==> src/rtl/alu_mdu_if.sv <==
// Issue/result bundle between the issuing stage and the alu_mdu execute block.
interface alu_mdu_if #(
  parameter int unsigned WIDTH = 32
);
  logic             valid_in;
  logic             ready_out;
  logic [5:0]       alu_ctrl;
  logic [WIDTH-1:0] a;
  logic [WIDTH-1:0] b;
  logic [4:0]       shamt;
  logic             valid_out;
  logic [WIDTH-1:0] result;
  logic             cond_true;
  logic             overflow;
  logic             invalid_op;
  logic             busy;
  logic [WIDTH-1:0] hi_out;
  logic [WIDTH-1:0] lo_out;

  modport master (
    output valid_in, alu_ctrl, a, b, shamt,
    input  ready_out, valid_out, result, cond_true, overflow, invalid_op, busy, hi_out, lo_out
  );

  modport slave (
    input  valid_in, alu_ctrl, a, b, shamt,
    output ready_out, valid_out, result, cond_true, overflow, invalid_op, busy, hi_out, lo_out
  );
endinterface

==> src/rtl/alu_mdu.sv <==
// Execute-stage ALU with single-cycle ops and an iterative shift-add
// multiplier that owns the HI/LO pair.
module alu_mdu #(
  parameter int unsigned WIDTH      = 32,
  parameter int unsigned MUL_CYCLES = 32
) (
  input  logic     clk,
  input  logic     rst_n,
  alu_mdu_if.slave bus
);
  localparam int unsigned W2  = 2 * WIDTH;
  localparam int unsigned MSB = WIDTH - 1;
  localparam int unsigned CW  = (MUL_CYCLES > 1) ? $clog2(MUL_CYCLES) : 1;

  typedef enum logic [1:0] {ST_IDLE, ST_MUL, ST_DONE} state_t;

  state_t           r_state, w_state_nxt;
  logic [CW-1:0]    r_cnt, w_cnt_nxt;
  logic [W2-1:0]    r_mcand, w_mcand_nxt;
  logic [WIDTH-1:0] r_mplier, w_mplier_nxt;
  logic [W2-1:0]    r_acc, w_acc_nxt;
  logic             r_neg, w_neg_nxt;
  logic             r_madd, w_madd_nxt;
  logic [WIDTH-1:0] r_hi, w_hi_nxt;
  logic [WIDTH-1:0] r_lo, w_lo_nxt;
  logic [WIDTH-1:0] r_result, w_result_nxt;
  logic             r_valid, w_valid_nxt;
  logic             r_cond, w_cond_nxt;
  logic             r_ovf, w_ovf_nxt;
  logic             r_inv, w_inv_nxt;

  logic [WIDTH-1:0] w_a, w_b, w_sum, w_dif, w_res, w_abs_a, w_abs_b;
  logic             w_cond, w_ovf, w_inv, w_mul, w_cmp, w_signed;
  logic             w_slt, w_sgt, w_ult, w_ugt, w_eq;
  logic [W2-1:0]    w_prod, w_hilo;

  assign w_a   = bus.a;
  assign w_b   = bus.b;
  assign w_sum = w_a + w_b;
  assign w_dif = w_a - w_b;
  assign w_slt = $signed(w_a) < $signed(w_b);
  assign w_sgt = $signed(w_b) < $signed(w_a);
  assign w_ult = w_a < w_b;
  assign w_ugt = w_b < w_a;
  assign w_eq  = (w_a == w_b);

  // Signed multiplies iterate on magnitudes; the sign is reapplied in DONE.
  assign w_signed = ~bus.alu_ctrl[0];
  assign w_abs_a  = (w_signed && w_a[MSB]) ? (~w_a + WIDTH'(1)) : w_a;
  assign w_abs_b  = (w_signed && w_b[MSB]) ? (~w_b + WIDTH'(1)) : w_b;
  assign w_prod   = r_neg ? (~r_acc + W2'(1)) : r_acc;
  assign w_hilo   = r_madd ? ({r_hi, r_lo} + w_prod) : w_prod;

  always_comb begin : alu_decode
    w_res  = '0;
    w_cond = 1'b0;
    w_ovf  = 1'b0;
    w_inv  = 1'b0;
    w_mul  = 1'b0;
    w_cmp  = 1'b0;
    case (bus.alu_ctrl)
      6'b100000: begin
        w_res = w_sum;
        w_ovf = (w_a[MSB] == w_b[MSB]) && (w_sum[MSB] != w_a[MSB]);
      end
      6'b100001: w_res = w_sum;
      6'b100010: begin
        w_res = w_dif;
        w_ovf = (w_a[MSB] != w_b[MSB]) && (w_dif[MSB] != w_a[MSB]);
      end
      6'b100011: w_res = w_dif;
      6'b100100: w_res = w_a & w_b;
      6'b100101: w_res = w_a | w_b;
      6'b100110: w_res = w_a ^ w_b;
      6'b100111: w_res = ~(w_a | w_b);
      6'b101000: w_res = ~w_a;
      6'b000000: w_res = w_b << bus.shamt;
      6'b000010: w_res = w_b >> bus.shamt;
      6'b000011: w_res = WIDTH'($signed(w_b) >>> bus.shamt);
      6'b101010: begin w_cmp = 1'b1; w_cond = w_slt;  end
      6'b101011: begin w_cmp = 1'b1; w_cond = w_ult;  end
      6'b101100: begin w_cmp = 1'b1; w_cond = w_eq;   end
      6'b101101: begin w_cmp = 1'b1; w_cond = !w_eq;  end
      6'b101110: begin w_cmp = 1'b1; w_cond = w_sgt;  end
      6'b101111: begin w_cmp = 1'b1; w_cond = !w_slt; end
      6'b110000: begin w_cmp = 1'b1; w_cond = w_slt;  end
      6'b110001: begin w_cmp = 1'b1; w_cond = !w_sgt; end
      6'b110010: begin w_cmp = 1'b1; w_cond = !w_ugt; end
      6'b110011: begin w_cmp = 1'b1; w_cond = w_ugt;  end
      6'b001000: w_res = w_a;
      6'b010000: w_res = r_hi;
      6'b010010: w_res = r_lo;
      6'b011000, 6'b011001, 6'b011100, 6'b011101: w_mul = 1'b1;
      default:   w_inv = 1'b1;
    endcase
    if (w_cmp) w_res = WIDTH'(w_cond);
  end

  always_comb begin : fsm_next
    w_state_nxt  = r_state;
    w_cnt_nxt    = r_cnt;
    w_mcand_nxt  = r_mcand;
    w_mplier_nxt = r_mplier;
    w_acc_nxt    = r_acc;
    w_neg_nxt    = r_neg;
    w_madd_nxt   = r_madd;
    w_hi_nxt     = r_hi;
    w_lo_nxt     = r_lo;
    w_result_nxt = r_result;
    w_cond_nxt   = r_cond;
    w_ovf_nxt    = r_ovf;
    w_inv_nxt    = r_inv;
    w_valid_nxt  = 1'b0;
    case (r_state)
      ST_IDLE: begin
        if (bus.valid_in) begin
          if (w_mul) begin
            w_state_nxt  = ST_MUL;
            w_cnt_nxt    = '0;
            w_mcand_nxt  = W2'(w_abs_a);
            w_mplier_nxt = w_abs_b;
            w_acc_nxt    = '0;
            w_neg_nxt    = w_signed && (w_a[MSB] ^ w_b[MSB]);
            w_madd_nxt   = bus.alu_ctrl[2];
          end else begin
            w_result_nxt = w_res;
            w_cond_nxt   = w_cond;
            w_ovf_nxt    = w_ovf;
            w_inv_nxt    = w_inv;
            w_valid_nxt  = 1'b1;
          end
        end
      end
      ST_MUL: begin
        if (r_mplier[0]) w_acc_nxt = r_acc + r_mcand;
        w_mcand_nxt  = r_mcand << 1;
        w_mplier_nxt = r_mplier >> 1;
        if (r_cnt == CW'(MUL_CYCLES - 1)) begin
          w_state_nxt = ST_DONE;
        end else begin
          w_cnt_nxt = r_cnt + CW'(1);
        end
      end
      ST_DONE: begin
        w_hi_nxt     = w_hilo[W2-1:WIDTH];
        w_lo_nxt     = w_hilo[WIDTH-1:0];
        w_result_nxt = w_hilo[WIDTH-1:0];
        w_cond_nxt   = 1'b0;
        w_ovf_nxt    = 1'b0;
        w_inv_nxt    = 1'b0;
        w_valid_nxt  = 1'b1;
        w_state_nxt  = ST_IDLE;
      end
      default: w_state_nxt = ST_IDLE;
    endcase
  end

  always_ff @(posedge clk or negedge rst_n) begin
    if (!rst_n) begin
      r_state  <= ST_IDLE;
      r_cnt    <= '0;
      r_mcand  <= '0;
      r_mplier <= '0;
      r_acc    <= '0;
      r_neg    <= 1'b0;
      r_madd   <= 1'b0;
      r_hi     <= '0;
      r_lo     <= '0;
      r_result <= '0;
      r_valid  <= 1'b0;
      r_cond   <= 1'b0;
      r_ovf    <= 1'b0;
      r_inv    <= 1'b0;
    end else begin
      r_state  <= w_state_nxt;
      r_cnt    <= w_cnt_nxt;
      r_mcand  <= w_mcand_nxt;
      r_mplier <= w_mplier_nxt;
      r_acc    <= w_acc_nxt;
      r_neg    <= w_neg_nxt;
      r_madd   <= w_madd_nxt;
      r_hi     <= w_hi_nxt;
      r_lo     <= w_lo_nxt;
      r_result <= w_result_nxt;
      r_valid  <= w_valid_nxt;
      r_cond   <= w_cond_nxt;
      r_ovf    <= w_ovf_nxt;
      r_inv    <= w_inv_nxt;
    end
  end

  assign bus.ready_out  = (r_state == ST_IDLE);
  assign bus.busy       = (r_state != ST_IDLE);
  assign bus.valid_out  = r_valid;
  assign bus.result     = r_result;
  assign bus.cond_true  = r_cond;
  assign bus.overflow   = r_ovf;
  assign bus.invalid_op = r_inv;
  assign bus.hi_out     = r_hi;
  assign bus.lo_out     = r_lo;
endmodule

==> src/flat_wrapper.sv <==
// flat-port wrapper written by rule: the top's interface ports become plain ports
module alu_mdu_flat 
#(
  parameter int unsigned WIDTH      = 32,
  parameter int unsigned MUL_CYCLES = 32
)
  (clk, rst_n, bus_valid_in, bus_alu_ctrl, bus_a, bus_b, bus_shamt, bus_ready_out, bus_valid_out, bus_result, bus_cond_true, bus_overflow, bus_invalid_op, bus_busy, bus_hi_out, bus_lo_out);
  alu_mdu_if #(.WIDTH(WIDTH)) bus_i ();
  input  logic clk;
  input  logic rst_n;
  input wire logic [$bits(bus_i.valid_in)-1:0] bus_valid_in;
  input wire logic [$bits(bus_i.alu_ctrl)-1:0] bus_alu_ctrl;
  input wire logic [$bits(bus_i.a)-1:0] bus_a;
  input wire logic [$bits(bus_i.b)-1:0] bus_b;
  input wire logic [$bits(bus_i.shamt)-1:0] bus_shamt;
  output wire logic [$bits(bus_i.ready_out)-1:0] bus_ready_out;
  output wire logic [$bits(bus_i.valid_out)-1:0] bus_valid_out;
  output wire logic [$bits(bus_i.result)-1:0] bus_result;
  output wire logic [$bits(bus_i.cond_true)-1:0] bus_cond_true;
  output wire logic [$bits(bus_i.overflow)-1:0] bus_overflow;
  output wire logic [$bits(bus_i.invalid_op)-1:0] bus_invalid_op;
  output wire logic [$bits(bus_i.busy)-1:0] bus_busy;
  output wire logic [$bits(bus_i.hi_out)-1:0] bus_hi_out;
  output wire logic [$bits(bus_i.lo_out)-1:0] bus_lo_out;
  assign bus_i.valid_in = bus_valid_in;
  assign bus_i.alu_ctrl = bus_alu_ctrl;
  assign bus_i.a = bus_a;
  assign bus_i.b = bus_b;
  assign bus_i.shamt = bus_shamt;
  assign bus_ready_out = bus_i.ready_out;
  assign bus_valid_out = bus_i.valid_out;
  assign bus_result = bus_i.result;
  assign bus_cond_true = bus_i.cond_true;
  assign bus_overflow = bus_i.overflow;
  assign bus_invalid_op = bus_i.invalid_op;
  assign bus_busy = bus_i.busy;
  assign bus_hi_out = bus_i.hi_out;
  assign bus_lo_out = bus_i.lo_out;
  alu_mdu #(.WIDTH(WIDTH), .MUL_CYCLES(MUL_CYCLES)) u_core (.clk(clk), .rst_n(rst_n), .bus(bus_i));
endmodule
==> config.mk <==
export PLATFORM = sky130hd
export DESIGN_NAME = alu_mdu_flat
export DESIGN_NICKNAME = d
export VERILOG_FILES = /design/src/rtl/alu_mdu_if.sv /design/src/rtl/alu_mdu.sv /design/src/flat_wrapper.sv
export SDC_FILE = /design/constraint.sdc
export NUM_CORES = 2
export LEC_CHECK = 0
export ABC_AREA = 1
export ABC_CLOCK_PERIOD_IN_PS = 4500
export BUFFER_PORTS_ARGS = -buffer_cell sky130_fd_sc_hd__buf_4
export CAP_MARGIN = 20
export CORE_MARGIN = 2
export CORE_UTILIZATION = 40
export CTS_CLUSTER_SIZE = 16
export DETAILED_ROUTE_END_ITERATION = 7
export SLEW_MARGIN = 5
export SYNTH_ARGS = -nofsm -noshare
export SYNTH_HDL_FRONTEND = slang
export SYNTH_SLANG_ARGS = --single-unit
==> constraint.sdc <==
create_clock -name clk -period 4.5 [get_ports clk]
set_input_delay 0.225 -clock clk [delete_from_list [all_inputs] [get_ports clk]]
set_output_delay 0.225 -clock clk [all_outputs]
set_load 0.02 [all_outputs]
==> results list <==
- Status: complete, but fails checks
- Violations in the final reports: DRC
- EDFF count, synth: 0
- For this configuration, the core starts out at a cell density of 40.15%.
* Clock period minus worst slack: 4296 ps
* Max Fclk: 232.8 MHz
- The area growth from synthesis to layout is 10.94%.
* Share of cells above drive strength 1: 6.345%
- Sequential cells burn between 20% and 30% of the power.
- Fill cell count: 10390
- The clock arrives with 40.87 ps of skew.
* Met1 demand-to-capacity share in global routing: 61.96%
* Max-capacitance violation count: 0
* Net Sw Power: 9.937 mW
* Worst slew margin: 25.32%
* DRC violation total after the first TritonRoute iteration: 6785
* Worst setup EP type: flip-flop
- The root buffer cell chosen for the clock tree is sky130_fd_sc_hd__clkbuf_16.
- After clock tree synthesis, the clock-pin slew on the worst setup and hold paths is 60 ps.
* Number of buffers added on ports: 179
- The net count of the finished layout is just over 7000.
- Fraction of the cycle the final worst path needs: 95.46%
- Global routing consumed, on the met2 layer, 59.11% of the routing resources.
- For this run, asynchronously set or reset flops after synthesis account for 100.0%.
- Placement row count: 112
* Count of cells along the worst hold path: 3
- The worst register-to-register path has a depth of 23.
* Cell variety after synth: 58
- Counting every sink on the clock net gives 269.
- STA puts the critical path data required time at approximately 5000 ps.
* Cells taking the most area after synthesis: sky130_fd_sc_hd__nand2_1 (21%), sky130_fd_sc_hd__dfrtp_1 (18%), sky130_fd_sc_hd__nand3_1 (9.5%)
* Logic pwr share: 59.9%
- Summed over all layers, the global routing overflow is 0.
- Once layout is complete, the utilization of the core stands at 44.54%.
- In this run switching power makes up 55.08% of total power.
- In the synthesized netlist, the number of instances is 6645.
* Syn_nets: 7000
* Number of H-tree levels: 2
- In this run the worst path has a maximum fanout of 6.
- STA classifies the critical path startpoint as a flip-flop.
- Worst IR drop on VDD: about 470 uV
* Power density normalized to cell area: approximately 440 nW/um^2
- The first global-routing pass estimated roughly 300 mm of wire.
- The library cells used most frequently in the layout, excluding fill and tap cells, are sky130_fd_sc_hd__nand2_1 (2126), sky130_fd_sc_hd__inv_1 (847), sky130_fd_sc_hd__nor2_1 (747).
- Entering global routing, the biggest net connects 93 pins.
- Of the total power, the clock network draws 18.0%.
- Detailed placement finished with a half-perimeter wire length of approximately 170 mm.
- The final hold violation count came to 0.
- Overall die area: 95710 um^2
- Fraction of the yosys area taken by sequential cells: 18.05%
- Number of CTS-inserted buffers: 38
- Maximum root-to-sink buffer count: 3
* Top cell type's share of synthesized area: about a fifth
- Chip width: 309.4 um
- Total standard cell area after synthesis: around 37000 um^2
* CP Class: reg2reg
* Antenna violations before repair: 9
- Routed length per placed instance: about 26 um
- PnR Total Power: 18.04 mW
* Gp weighted congestion: around 1.1
- Avg Vias per Cell: slightly below 6
- RSZ-0062 raised after global routing: no
- For this run, the total global-route usage over all layers was measured as 43.03%.
* Mapped Avg Cell Area: 5.613 um^2
- Area of the core: ~93000 um^2
- Yosys warning count: 0
- Internal power comes to roughly 8.1 mW.
* DRT Pass-1 Iters: 8
- Vias: 47210
* Worst-margin pin slew: 1120 ps
* Most common library cell in the layout ignoring fill and taps: sky130_fd_sc_hd__nand2_1
* DRC violation count after routing: 10
- The count of nets left with antenna violations once routing finished came out at 0.
- Die H: 309.4 um
- Synthesis inferred 269 register bits.
- The biggest area contributor in the post-synthesis netlist is sky130_fd_sc_hd__nand2_1.
- IO Count: 180
- Finish-stage setup viols: 0
- Data arrival time of the critical path: 4800 ps
- For this design the static power due to leakage is 21.88 nW.
* Top_reg_cell synth: sky130_fd_sc_hd__dfrtp_1
- Type of the worst min-delay path: in2reg
- In the global route stage, met3 resource usage came out at 13.27%.
* Gr busiest metal: met1
* Vias in the first global route: 42370
- CTS tree: built
- The number of pins with negative max-slew slack in the final report came to 0.
- For the worst-skew pair, the clock arrives at the later sink with an insertion delay of 630 ps.
* Final wirelength: 212.3 mm
what timing repair did:
action                     in CTS  in global routing
setup buffers                   0                  1
hold buffers                    3                  0
resized for setup               1                 13
setup endpoints to repair       1                 27
hold endpoints to repair       90                  0
cell families (layout without fill, tap and decap cells):
logic type                 Yosys count  in the layout  share of synthesized area (%)
AOI/OAI and AO/OA                 1055           1055                          15.68
xor gates and xnor gates            83             83                          1.949
adders and majority gates          277            277                          9.372
buffers and inverters             1077           1209                          11.33
DFF                                269            269                          18.05
muxes                                1              1                        0.02684
other                                0              5                              0
and+or+nand+nor                   3883           3883                          43.60
flip-flops by register name, summed over array words and instances, names as in the netlist:
register and count:
u_core.bus.cond_true 1, u_core.bus.hi_out 32, u_core.bus.invalid_op 1, u_core.bus.lo_out 32, u_core.bus.overflow 1, u_core.bus.result 32, u_core.bus.valid_out 1, u_core.r_acc 64
u_core.r_cnt 5, u_core.r_madd 1, u_core.r_mcand 64, u_core.r_mplier 32, u_core.r_neg 1, u_core.r_state 2
synth_stat cells, drive strengths merged (6+ instances only):
| library cell | count |
|---|---|
| dfrtp | 269 |
| or2 | 15 |
| a21o | 14 |
| o211ai | 51 |
| a22oi | 11 |
| o21ai | 405 |
| buf | 113 |
| nor3 | 79 |
| o21a | 12 |
| nand3 | 713 |
| o22ai | 69 |
| inv | 869 |
| o221ai | 9 |
| ha | 273 |
| xor2 | 73 |
| nor2 | 780 |
| xnor2 | 10 |
| and2 | 22 |
| clkbuf | 91 |
| nor4 | 12 |
| nand2 | 2140 |
| a21boi | 9 |
| nand4 | 93 |
| o21bai | 33 |
| and3 | 7 |
| nand3b | 18 |
| a21oi | 409 |
| a31oi | 9 |
| a22o | 10 |
| o31ai | 6 |
layout make-up:
type	instances	area [um^2]	area share, %
Sequential cell	269	6734	16.27
Clock buffer	49	1042	2.519
Clock inverter	13	220.2	0.5321
Antenna cell	5	12.51	0.03024
Tap cell	1254	1569	3.791
Inverter	873	3287	7.943
Multi-Input combinational cell	5299	26410	63.81
Timing Repair Buffer	274	2110	5.098
worst max-delay path: stages (launching register included):
cell and delay, ps:
sky130_fd_sc_hd__dfrtp_1 460, sky130_fd_sc_hd__nor2_1 280, sky130_fd_sc_hd__nand2_1 120, sky130_fd_sc_hd__nor2_1 170
sky130_fd_sc_hd__nand2_1 170, sky130_fd_sc_hd__nor2_1 340, sky130_fd_sc_hd__nand2_1 90, sky130_fd_sc_hd__nand2_1 80
sky130_fd_sc_hd__nand2_1 40, sky130_fd_sc_hd__o21ai_0 230, sky130_fd_sc_hd__inv_1 100, sky130_fd_sc_hd__ha_1 410
sky130_fd_sc_hd__a21oi_2 250, sky130_fd_sc_hd__o21ai_0 190, sky130_fd_sc_hd__inv_1 100, sky130_fd_sc_hd__nand2_1 70
sky130_fd_sc_hd__a21oi_1 220, sky130_fd_sc_hd__nand2_1 170, sky130_fd_sc_hd__nand3_1 120, sky130_fd_sc_hd__nand3_1 70
sky130_fd_sc_hd__nand2_1 70, sky130_fd_sc_hd__nand3_1 200, sky130_fd_sc_hd__nand3_1 170, sky130_fd_sc_hd__nand2_1 60
routing by layer:
metal  routed length [um]  vias up
met5                  184        -
met4                 9013        6
met3                27180      423
met2                81810     2861
met1                94130    22150
li1                     -    21770
power groups by stage:
stage | Clock, mW | Sequential, mW | Combinational [mW]
finish | 3.25 | 3.98 | 10.8
global route | 3.35 | 4.00 | 11.7
CTS | 3.28 | 3.91 | 10.3
detailed placement | 0 | 3.95 | 10.3
global placement | 0 | 3.94 | 10.3
floorplan | 0 | 3.56 | 6.71
worst paths after layout:
kind                                            startpoint                                end  slack (ps)
max                           u_core.r_acc[11]$_DFFE_PN0P_   u_core.bus.hi_out[7]$_DFFE_PN0P_         200
min                                              bus_b[31]    u_core.r_mplier[31]$_DFFE_PN0P_          30
max reg2reg                   u_core.r_acc[11]$_DFFE_PN0P_   u_core.bus.hi_out[7]$_DFFE_PN0P_         200
min reg2reg                u_core.r_mplier[29]$_DFFE_PN0P_    u_core.r_mplier[29]$_DFFE_PN0P_         480
max in group asynchronous                            rst_n       u_core.r_acc[12]$_DFFE_PN0P_        3020
min in group asynchronous                            rst_n  u_core.bus.hi_out[20]$_DFFE_PN0P_         260
metrics by stage:
| step | TNS (ps) | cell area [um^2] | setup WS, ps | hold WS [ps] | std cells |
|---|---|---|---|---|---|
| global route | 0 | 41370 | 23.91 | 42.74 | 8031 |
| global placement | -48.83 | 40020 | -48.83 | 312.4 | 7965 |
| CTS | 0 | 41310 | 115.5 | 1.007 | 8030 |
| detailed placement | 0 | 40020 | 10.88 | 318.4 | 7965 |
| finish | 0 | 41380 | 204.5 | 34.24 | 8036 |
| floorplan | 0 | 37300 | 1292 | -70.59 | 6645 |
No activity file was read; power rests on OpenSTA's default activity.
